**config.mk**
```make
export PLATFORM = sky130hd
export DESIGN_NAME = move_controller_flat
export DESIGN_NICKNAME = d
export VERILOG_FILES = /design/src/rtl/chess_pkg.sv /design/src/rtl/move_controller_if.sv /design/src/rtl/move_controller_cursor_ctrl.sv /design/src/rtl/move_controller.sv /design/src/flat_wrapper.sv
export SDC_FILE = /design/constraint.sdc
export NUM_CORES = 1
export LEC_CHECK = 0
export ABC_CLOCK_PERIOD_IN_PS = 1900
export CORE_MARGIN = 3
export CORE_UTILIZATION = 40
export CTS_CLUSTER_DIAMETER = 30
export DETAILED_ROUTE_END_ITERATION = 8
export PLACE_DENSITY = 0.68
export SLEW_MARGIN = 0
export SYNTH_ARGS = -nofsm -noshare
export SYNTH_HDL_FRONTEND = slang
export SYNTH_HIERARCHICAL = 1
export SYNTH_SLANG_ARGS = --single-unit
```
**constraint.sdc**
```tcl
create_clock -name clk -period 1.9 [get_ports clk]
set_input_delay 0.285 -clock clk [delete_from_list [all_inputs] [get_ports clk]]
set_output_delay 0.285 -clock clk [all_outputs]
set_load 0.05 [all_outputs]
```
**src/rtl/chess_pkg.sv**
```systemverilog
// Shared piece codes, controller state encoding and colour helpers for the
// board datapath front end.
package chess_pkg;

  typedef enum logic [3:0] {
    EMPTY    = 4'd0,
    B_PAWN   = 4'd1,
    B_KNIGHT = 4'd2,
    B_BISHOP = 4'd3,
    B_ROOK   = 4'd4,
    B_QUEEN  = 4'd5,
    B_KING   = 4'd6,
    W_PAWN   = 4'd7,
    W_KNIGHT = 4'd8,
    W_BISHOP = 4'd9,
    W_ROOK   = 4'd10,
    W_QUEEN  = 4'd11,
    W_KING   = 4'd12
  } piece_t;

  typedef enum logic [3:0] {
    S_BOOT,
    S_INIT_WAIT,
    S_SEL_ORIGIN,
    S_RD_ORIGIN,
    S_CHK_ORIGIN,
    S_SEL_DEST,
    S_RD_DEST,
    S_CHK_DEST,
    S_MOVE,
    S_MOVE_WAIT,
    S_TURN
  } state_t;

  function automatic logic is_white(input logic [3:0] p);
    return (p >= W_PAWN) && (p <= W_KING);
  endfunction

  function automatic logic is_black(input logic [3:0] p);
    return (p >= B_PAWN) && (p <= B_KING);
  endfunction

  // Codes 13..15 fall through both colour tests and count as empty.
  function automatic logic is_empty(input logic [3:0] p);
    return !is_white(p) && !is_black(p);
  endfunction

  // turn: 0 = white to move, 1 = black to move.
  function automatic logic owned_by(input logic [3:0] p, input logic turn);
    return turn ? is_black(p) : is_white(p);
  endfunction

endpackage

```
**src/rtl/move_controller_if.sv**
```systemverilog
// Key, board-memory and datapath handshake bundle of the move controller.
interface move_controller_if;
  logic       key_up, key_down, key_left, key_right, key_select, key_cancel;
  logic [2:0] mem_rd_x, mem_rd_y;
  logic [3:0] mem_rd_data;
  logic       initialize_board, initialize_complete;
  logic       move_piece, move_complete;
  logic [2:0] origin_x, origin_y, destination_x, destination_y;
  logic [3:0] piece_to_move;
  logic [2:0] cursor_x, cursor_y;
  logic       selected, turn, busy;

  modport master (
    input  key_up, key_down, key_left, key_right, key_select, key_cancel,
    input  mem_rd_data, initialize_complete, move_complete,
    output mem_rd_x, mem_rd_y, initialize_board, move_piece,
    output origin_x, origin_y, destination_x, destination_y, piece_to_move,
    output cursor_x, cursor_y, selected, turn, busy
  );

  modport slave (
    output key_up, key_down, key_left, key_right, key_select, key_cancel,
    output mem_rd_data, initialize_complete, move_complete,
    input  mem_rd_x, mem_rd_y, initialize_board, move_piece,
    input  origin_x, origin_y, destination_x, destination_y, piece_to_move,
    input  cursor_x, cursor_y, selected, turn, busy
  );
endinterface

```
**src/rtl/move_controller_cursor_ctrl.sv**
```systemverilog
// 3-bit x/y cursor with wrap or saturate at the board edge and fixed key
// priority select > cancel > up > down > left > right.
module cursor_ctrl #(
  parameter int CURSOR_WRAP = 1
) (
  input  logic       clk,
  input  logic       reset,
  input  logic       i_en,
  input  logic       i_up,
  input  logic       i_down,
  input  logic       i_left,
  input  logic       i_right,
  input  logic       i_select,
  input  logic       i_cancel,
  output logic [2:0] o_x,
  output logic [2:0] o_y
);
  localparam logic WRAP = (CURSOR_WRAP != 0);

  logic [2:0] r_x, r_y;

  function automatic logic [2:0] dec(input logic [2:0] v);
    return (v == 3'd0) ? (WRAP ? 3'd7 : 3'd0) : v - 3'd1;
  endfunction

  function automatic logic [2:0] inc(input logic [2:0] v);
    return (v == 3'd7) ? (WRAP ? 3'd0 : 3'd7) : v + 3'd1;
  endfunction

  // select/cancel outrank every direction, so they suppress movement.
  always_ff @(posedge clk or posedge reset) begin
    if (reset) begin
      r_x <= '0;
      r_y <= '0;
    end else if (i_en && !i_select && !i_cancel) begin
      if (i_up)         r_y <= dec(r_y);
      else if (i_down)  r_y <= inc(r_y);
      else if (i_left)  r_x <= dec(r_x);
      else if (i_right) r_x <= inc(r_x);
    end
  end

  assign o_x = r_x;
  assign o_y = r_y;
endmodule

```
**src/rtl/move_controller.sv**
```systemverilog
// Turns key pulses into a cursor, origin/destination selection and a single
// move command, with colour-ownership checks read from board memory.
module move_controller
  import chess_pkg::*;
#(
  parameter int WHITE_FIRST = 1,
  parameter int CURSOR_WRAP = 1,
  parameter int RD_LATENCY  = 1
) (
  input logic               clk,
  input logic               reset,
  move_controller_if.master bus
);
  localparam logic [1:0] LAT_LAST = 2'(RD_LATENCY - 1);
  localparam logic       TURN_RST = (WHITE_FIRST != 0) ? 1'b0 : 1'b1;

  state_t     r_state;
  logic [1:0] r_cnt;
  logic       r_init, r_move, r_sel, r_turn, r_busy;
  logic [2:0] r_ox, r_oy, r_dx, r_dy, r_mx, r_my;
  logic [3:0] r_piece;
  logic [2:0] w_cx, w_cy;
  logic       w_cur_en, w_on_origin;

  assign w_cur_en    = (r_state == S_SEL_ORIGIN) || (r_state == S_SEL_DEST);
  assign w_on_origin = (w_cx == r_ox) && (w_cy == r_oy);

  cursor_ctrl #(.CURSOR_WRAP(CURSOR_WRAP)) u_cursor (
    .clk      (clk),
    .reset    (reset),
    .i_en     (w_cur_en),
    .i_up     (bus.key_up),
    .i_down   (bus.key_down),
    .i_left   (bus.key_left),
    .i_right  (bus.key_right),
    .i_select (bus.key_select),
    .i_cancel (bus.key_cancel),
    .o_x      (w_cx),
    .o_y      (w_cy)
  );

  always_ff @(posedge clk or posedge reset) begin
    if (reset) begin
      r_mx <= '0;
      r_my <= '0;
    end else begin
      r_mx <= w_cx;
      r_my <= w_cy;
    end
  end

  always_ff @(posedge clk or posedge reset) begin
    if (reset) begin
      r_state <= S_BOOT;
      r_cnt   <= '0;
      r_init  <= 1'b0;
      r_move  <= 1'b0;
      r_sel   <= 1'b0;
      r_turn  <= TURN_RST;
      r_busy  <= 1'b1;
      r_ox    <= '0;
      r_oy    <= '0;
      r_dx    <= '0;
      r_dy    <= '0;
      r_piece <= '0;
    end else begin
      r_init <= 1'b0;
      r_move <= 1'b0;
      case (r_state)
        S_BOOT: begin
          r_init  <= 1'b1;
          r_busy  <= 1'b1;
          r_state <= S_INIT_WAIT;
        end
        S_INIT_WAIT: if (bus.initialize_complete) begin
          r_busy  <= 1'b0;
          r_state <= S_SEL_ORIGIN;
        end
        S_SEL_ORIGIN: if (bus.key_select) begin
          r_busy  <= 1'b1;
          r_cnt   <= '0;
          r_state <= S_RD_ORIGIN;
        end
        S_RD_ORIGIN: begin
          r_cnt <= r_cnt + 2'd1;
          if (r_cnt == LAT_LAST) r_state <= S_CHK_ORIGIN;
        end
        S_CHK_ORIGIN: begin
          r_busy <= 1'b0;
          if (owned_by(bus.mem_rd_data, r_turn)) begin
            r_ox    <= w_cx;
            r_oy    <= w_cy;
            r_piece <= bus.mem_rd_data;
            r_sel   <= 1'b1;
            r_state <= S_SEL_DEST;
          end else begin
            r_state <= S_SEL_ORIGIN;
          end
        end
        S_SEL_DEST: begin
          // Re-selecting the origin square behaves exactly like cancel.
          if (bus.key_select && !w_on_origin) begin
            r_busy  <= 1'b1;
            r_cnt   <= '0;
            r_state <= S_RD_DEST;
          end else if (bus.key_select || bus.key_cancel) begin
            r_sel   <= 1'b0;
            r_state <= S_SEL_ORIGIN;
          end
        end
        S_RD_DEST: begin
          r_cnt <= r_cnt + 2'd1;
          if (r_cnt == LAT_LAST) r_state <= S_CHK_DEST;
        end
        S_CHK_DEST: begin
          if (owned_by(bus.mem_rd_data, r_turn)) begin
            r_busy  <= 1'b0;
            r_state <= S_SEL_DEST;
          end else begin
            r_dx    <= w_cx;
            r_dy    <= w_cy;
            r_state <= S_MOVE;
          end
        end
        S_MOVE: begin
          r_move  <= 1'b1;
          r_state <= S_MOVE_WAIT;
        end
        S_MOVE_WAIT: if (bus.move_complete) r_state <= S_TURN;
        S_TURN: begin
          r_turn  <= ~r_turn;
          r_sel   <= 1'b0;
          r_busy  <= 1'b0;
          r_state <= S_SEL_ORIGIN;
        end
        default: r_state <= S_BOOT;
      endcase
    end
  end

  assign bus.mem_rd_x         = r_mx;
  assign bus.mem_rd_y         = r_my;
  assign bus.initialize_board = r_init;
  assign bus.move_piece       = r_move;
  assign bus.origin_x         = r_ox;
  assign bus.origin_y         = r_oy;
  assign bus.destination_x    = r_dx;
  assign bus.destination_y    = r_dy;
  assign bus.piece_to_move    = r_piece;
  assign bus.cursor_x         = w_cx;
  assign bus.cursor_y         = w_cy;
  assign bus.selected         = r_sel;
  assign bus.turn             = r_turn;
  assign bus.busy             = r_busy;
endmodule

```
**src/flat_wrapper.sv**
```systemverilog
// flat-port wrapper written by rule: the top's interface ports become plain ports
module move_controller_flat import chess_pkg::*;
#(
  parameter int WHITE_FIRST = 1,
  parameter int CURSOR_WRAP = 1,
  parameter int RD_LATENCY  = 1
)
  (clk, reset, bus_key_up, bus_key_down, bus_key_left, bus_key_right, bus_key_select, bus_key_cancel, bus_mem_rd_data, bus_initialize_complete, bus_move_complete, bus_mem_rd_x, bus_mem_rd_y, bus_initialize_board, bus_move_piece, bus_origin_x, bus_origin_y, bus_destination_x, bus_destination_y, bus_piece_to_move, bus_cursor_x, bus_cursor_y, bus_selected, bus_turn, bus_busy);
  move_controller_if bus_i ();
  input logic clk;
  input logic reset;
  input wire logic [$bits(bus_i.key_up)-1:0] bus_key_up;
  input wire logic [$bits(bus_i.key_down)-1:0] bus_key_down;
  input wire logic [$bits(bus_i.key_left)-1:0] bus_key_left;
  input wire logic [$bits(bus_i.key_right)-1:0] bus_key_right;
  input wire logic [$bits(bus_i.key_select)-1:0] bus_key_select;
  input wire logic [$bits(bus_i.key_cancel)-1:0] bus_key_cancel;
  input wire logic [$bits(bus_i.mem_rd_data)-1:0] bus_mem_rd_data;
  input wire logic [$bits(bus_i.initialize_complete)-1:0] bus_initialize_complete;
  input wire logic [$bits(bus_i.move_complete)-1:0] bus_move_complete;
  output wire logic [$bits(bus_i.mem_rd_x)-1:0] bus_mem_rd_x;
  output wire logic [$bits(bus_i.mem_rd_y)-1:0] bus_mem_rd_y;
  output wire logic [$bits(bus_i.initialize_board)-1:0] bus_initialize_board;
  output wire logic [$bits(bus_i.move_piece)-1:0] bus_move_piece;
  output wire logic [$bits(bus_i.origin_x)-1:0] bus_origin_x;
  output wire logic [$bits(bus_i.origin_y)-1:0] bus_origin_y;
  output wire logic [$bits(bus_i.destination_x)-1:0] bus_destination_x;
  output wire logic [$bits(bus_i.destination_y)-1:0] bus_destination_y;
  output wire logic [$bits(bus_i.piece_to_move)-1:0] bus_piece_to_move;
  output wire logic [$bits(bus_i.cursor_x)-1:0] bus_cursor_x;
  output wire logic [$bits(bus_i.cursor_y)-1:0] bus_cursor_y;
  output wire logic [$bits(bus_i.selected)-1:0] bus_selected;
  output wire logic [$bits(bus_i.turn)-1:0] bus_turn;
  output wire logic [$bits(bus_i.busy)-1:0] bus_busy;
  assign bus_i.key_up = bus_key_up;
  assign bus_i.key_down = bus_key_down;
  assign bus_i.key_left = bus_key_left;
  assign bus_i.key_right = bus_key_right;
  assign bus_i.key_select = bus_key_select;
  assign bus_i.key_cancel = bus_key_cancel;
  assign bus_i.mem_rd_data = bus_mem_rd_data;
  assign bus_i.initialize_complete = bus_initialize_complete;
  assign bus_i.move_complete = bus_move_complete;
  assign bus_mem_rd_x = bus_i.mem_rd_x;
  assign bus_mem_rd_y = bus_i.mem_rd_y;
  assign bus_initialize_board = bus_i.initialize_board;
  assign bus_move_piece = bus_i.move_piece;
  assign bus_origin_x = bus_i.origin_x;
  assign bus_origin_y = bus_i.origin_y;
  assign bus_destination_x = bus_i.destination_x;
  assign bus_destination_y = bus_i.destination_y;
  assign bus_piece_to_move = bus_i.piece_to_move;
  assign bus_cursor_x = bus_i.cursor_x;
  assign bus_cursor_y = bus_i.cursor_y;
  assign bus_selected = bus_i.selected;
  assign bus_turn = bus_i.turn;
  assign bus_busy = bus_i.busy;
  move_controller #(.WHITE_FIRST(WHITE_FIRST), .CURSOR_WRAP(CURSOR_WRAP), .RD_LATENCY(RD_LATENCY)) u_core (.clk(clk), .reset(reset), .bus(bus_i));
endmodule
```
==> flow_metrics.py <==
metrics = {
    "timing": {
        "tightest_slew_ns": 0.513,
        "min_period_ns": 1.85,
        "setup-violations-final": 0,
        "max_freq_mhz": 540,
        "relSlewSlack": 0.657,
        "finalClockSkew_ns": 0.00479,
        "finalCritPeriodShare": 0.975,
        "slew_violations": 0,
        "worst_slack_ns": 0.0468,
        "hold_viol_final": 0,
    },
    "placement": {
        "placed_area_um2": 2910,
        "dp_hpwl_mm": 3.83,
        "gp_congestion": 0.836,
        "io_buffers": 46,
        "place_inst": 338,
        "place_worst_setup_slack_ns": -0.241,
    },
    "cells_and_area": {
        "nets": 300,
        "fill_cells": 457,
        "ff_latch_area_um2": 977,
        "final_cells": 348,
        "synthToLayoutAreaGrowth_pct": 35.9,
        "finish.utilization": 0.579,
        "fin_area_um2": 3050,
        "multi_input_area_um2": 1160,
        "layout-drive-gt1-share": 0.281,
        "antenna_cells": 0,
    },
    "synthesis": {
        "yosys_warnings": 6,
        "yosysUniqueCellTypes": 58,
        "synth_top_area_share": 0.423,
        "synth_edf_count": 0,
        "yosysMostFrequentCell": "dfrtp_1",
        "syn_area_um2": 2250,
        "yosysTopAreaCell": "dfrtp_1",
        "syn_inst": 204,
        "synth_area_leaders": "dfrtp_1 42%, mux2_4 10%, ha_1 5.0%, xor2_1 2.7%, buf_6 2.5%",
        "ys_seq_area_frac": 0.435,
        "synth_fp_nets": 227,
        "synth-main-ff-cell": "dfrtp_1",
        "synth_commonest_cells": "38 x dfrtp_1, 15 x mux2_4, 14 x inv_1",
        "synth.avg_cell_area_um2": 11.0,
        "ys_seq_elements": 39,
        "async_flop_share": 1.00,
    },
    "route": {
        "post_drt_wl_per_cell_um": 14.8,
        "vias": 1813,
        "drt_wl_total_mm": 5.14,
        "dr.pass1.iters": 4,
        "drt_iter0_drc": 106,
        "viasPerCell": 5.21,
        "ant_nets": 0,
        "drc": 0,
    },
    "floorplanning": {
        "die_area_um2": 6550,
        "die_h_um": 80.9,
        "die_width_um": 80.9,
        "initial_core_util": 0.426,
        "io_pins": 47,
        "coreArea_um2": 5270,
        "num_rows": 26,
    },
    "worst_setup_path": {
        "cp_data_arrival_time_ns": 1.57,
        "path_max_fanout": 4,
        "crit_path_start_kind": "flop",
        "endpoint": "bus_turn",
        "crit_start": "u_core/bus.turn$_DFFE_PP0P_",
        "critical_path_class": "reg -> out",
        "worstRegToRegCells": 7,
        "reg2reg_from": "u_core/r_state[2]$_DFFE_PP0P_",
        "crit_chain": "clkdlybuf4s50_1",
        "reg2reg_slack_ns": 0.06,
        "cp_top_family": "buffers and inverters",
        "crit_cells": 1,
        "cpPeakStageDelay_ns": 0.84,
        "crit_buf_inv": 1,
        "critical-path-slowest-cell": "clkdlybuf4s50_1",
        "endpoint_kind": "output pin",
        "rr_endpoint": "u_core/u_cursor/o_x[0]$_DFFE_PP0P_",
        "critPathRequiredTime_ns": 1.62,
    },
    "clock_tree": {
        "tritoncts": "built",
        "clock_path_buffers": 2,
        "hold_buffers": 0,
        "cts-root-buf": "clkbuf_8",
        "insertion_delay_ns": 0.29,
        "path_clk_slew_ns": 0.08,
        "h-tree-depth": 2,
        "cts_num_sinks": 39,
        "cts_buffers": 5,
    },
    "power_and_ir_drop": {
        "p_seq_frac": 0.256,
        "switchingPower_uw": 2800,
        "comb_power_share": 0.628,
        "p_leak_uw": 0.00144,
        "p_int_uw": 3110,
        "sw_frac_of_total": 0.474,
        "powerDensity_nw_per_um2": 1930,
        "clkPwrFrac": 0.116,
        "vdd.ir_drop.worst_mv": 1.19,
    },
    "job": {
        "drv_cap": 0,
    },
    "hold_path": {
        "hold_path_class": "in -> async",
    },
    "global_routing": {
        "track_usage": 0.176,
        "grt_pass1_wl_mm": 8.77,
        "antenna_found_initial": 0,
        "grt_max_degree": 34,
        "grt_pass1_vias": 1762,
        "grt_overflow_total": 0,
    },
    "run_status": {
        "status": "finished clean",
    },
}
## registers in the layout, indices dropped and copies added, names as in the netlist
register and flops:
u_core/bus.piece_to_move 4, u_core/bus.move_piece 1, u_core/bus.destination_x 3, u_core/bus.initialize_board 1, u_core/u_cursor/o_y 3, u_core/bus.destination_y 3, u_core/bus.origin_y 3, u_core/u_cursor/o_x 3
u_core/bus.origin_x 3, u_core/r_state 4, u_core/bus.busy 1, u_core/r_cnt 2, u_core/bus.selected 1, u_core/bus.mem_rd_x 3, u_core/bus.mem_rd_y 3, u_core/bus.turn 1
## through the flow
step	setup TNS [ns]	hold slack (ns)	total power, uW
after floorplan	-0.0813	0.0760	4040
after global placement	-3.32	0.468	5160
after detailed placement	-4.00	0.480	5190
after CTS	0	0.239	5890
after global routing	-0.0236	0.271	6300
final	0	0.237	5900
## cell families after synthesis
logic type      share of synthesized area
simple gates                        0.152
xor+xnor                           0.0312
fa+ha+maj                          0.0501
mux                                 0.119
buf+inv                            0.0607
flops                               0.435
compound gates                      0.152
## final cells by class
class | count | share of cell area
clock buffer | 6 | 0.0238
clock inverter | 2 | 0.0123
inverter | 15 | 0.0184
multi-input combinational | 140 | 0.379
sequential | 39 | 0.320
tap | 70 | 0.0287
timing repair buffer | 76 | 0.218
## layer usage
layer,vias up,share of wire,GRT usage
li1,879,-,-
met1,863,0.47,0.246
met2,62,0.45,0.263
met3,9,0.058,0.0333
met4,0,0.024,0.0811
met5,-,0,0
## layout by cell type, fill, tap and decap left out, types with 2 or more instances in the layout
cell type        count
o2111ai_1            2
clkbuf_8             5
nor4_1               2
nor2b_1              5
inv_1               14
nor2_1              11
a31oi_1              6
dfrtp_1             38
mux2_4              15
and3_1               2
xor2_1               7
ha_1                 9
nor3b_1              6
mux2i_1              3
a311oi_1             2
a21o_1               2
o21ai_1              5
nand3_1              5
nand2_1              8
o21ai_0              7
a21oi_1              5
o211ai_1             2
buf_4               38
clkdlybuf4s50_1     38
nor3_1               2
## worst min path at each step
stage	start	end	slack, ns	cells past startpoint
4_1_cts	reset	u_core/u_cursor/o_y[2]$_DFFE_PP0P_	0.24	2
3_3_place_gp	u_core/r_cnt[0]$_DFFE_PP0P_	u_core/r_cnt[0]$_DFFE_PP0P_	0.47	1
3_5_place_dp	u_core/r_cnt[0]$_DFFE_PP0P_	u_core/r_cnt[0]$_DFFE_PP0P_	0.48	1
2_1_floorplan	reset	u_core/u_cursor/o_x[0]$_DFFE_PP0P_	0.08	1
6_report	reset	u_core/u_cursor/o_x[2]$_DFFE_PP0P_	0.24	2
5_1_grt	reset	u_core/u_cursor/o_x[2]$_DFFE_PP0P_	0.27	2
## power by group through the flow
stage | Clock, uW | Combinational [uW] | Sequential, uW
after floorplan | 0 | 1470 | 2570
after CTS | 696 | 3680 | 1520
final | 684 | 3710 | 1510
after global routing | 729 | 4010 | 1560
after global placement | 0 | 3630 | 1530
after detailed placement | 0 | 3660 | 1520
## what timing repair did
item	4_1_cts	5_1_grt
endpoints found under the setup margin	0	5
resized for setup	0	3
buffers inserted	0	2
Note: power is estimated with default switching activity, not from simulation.
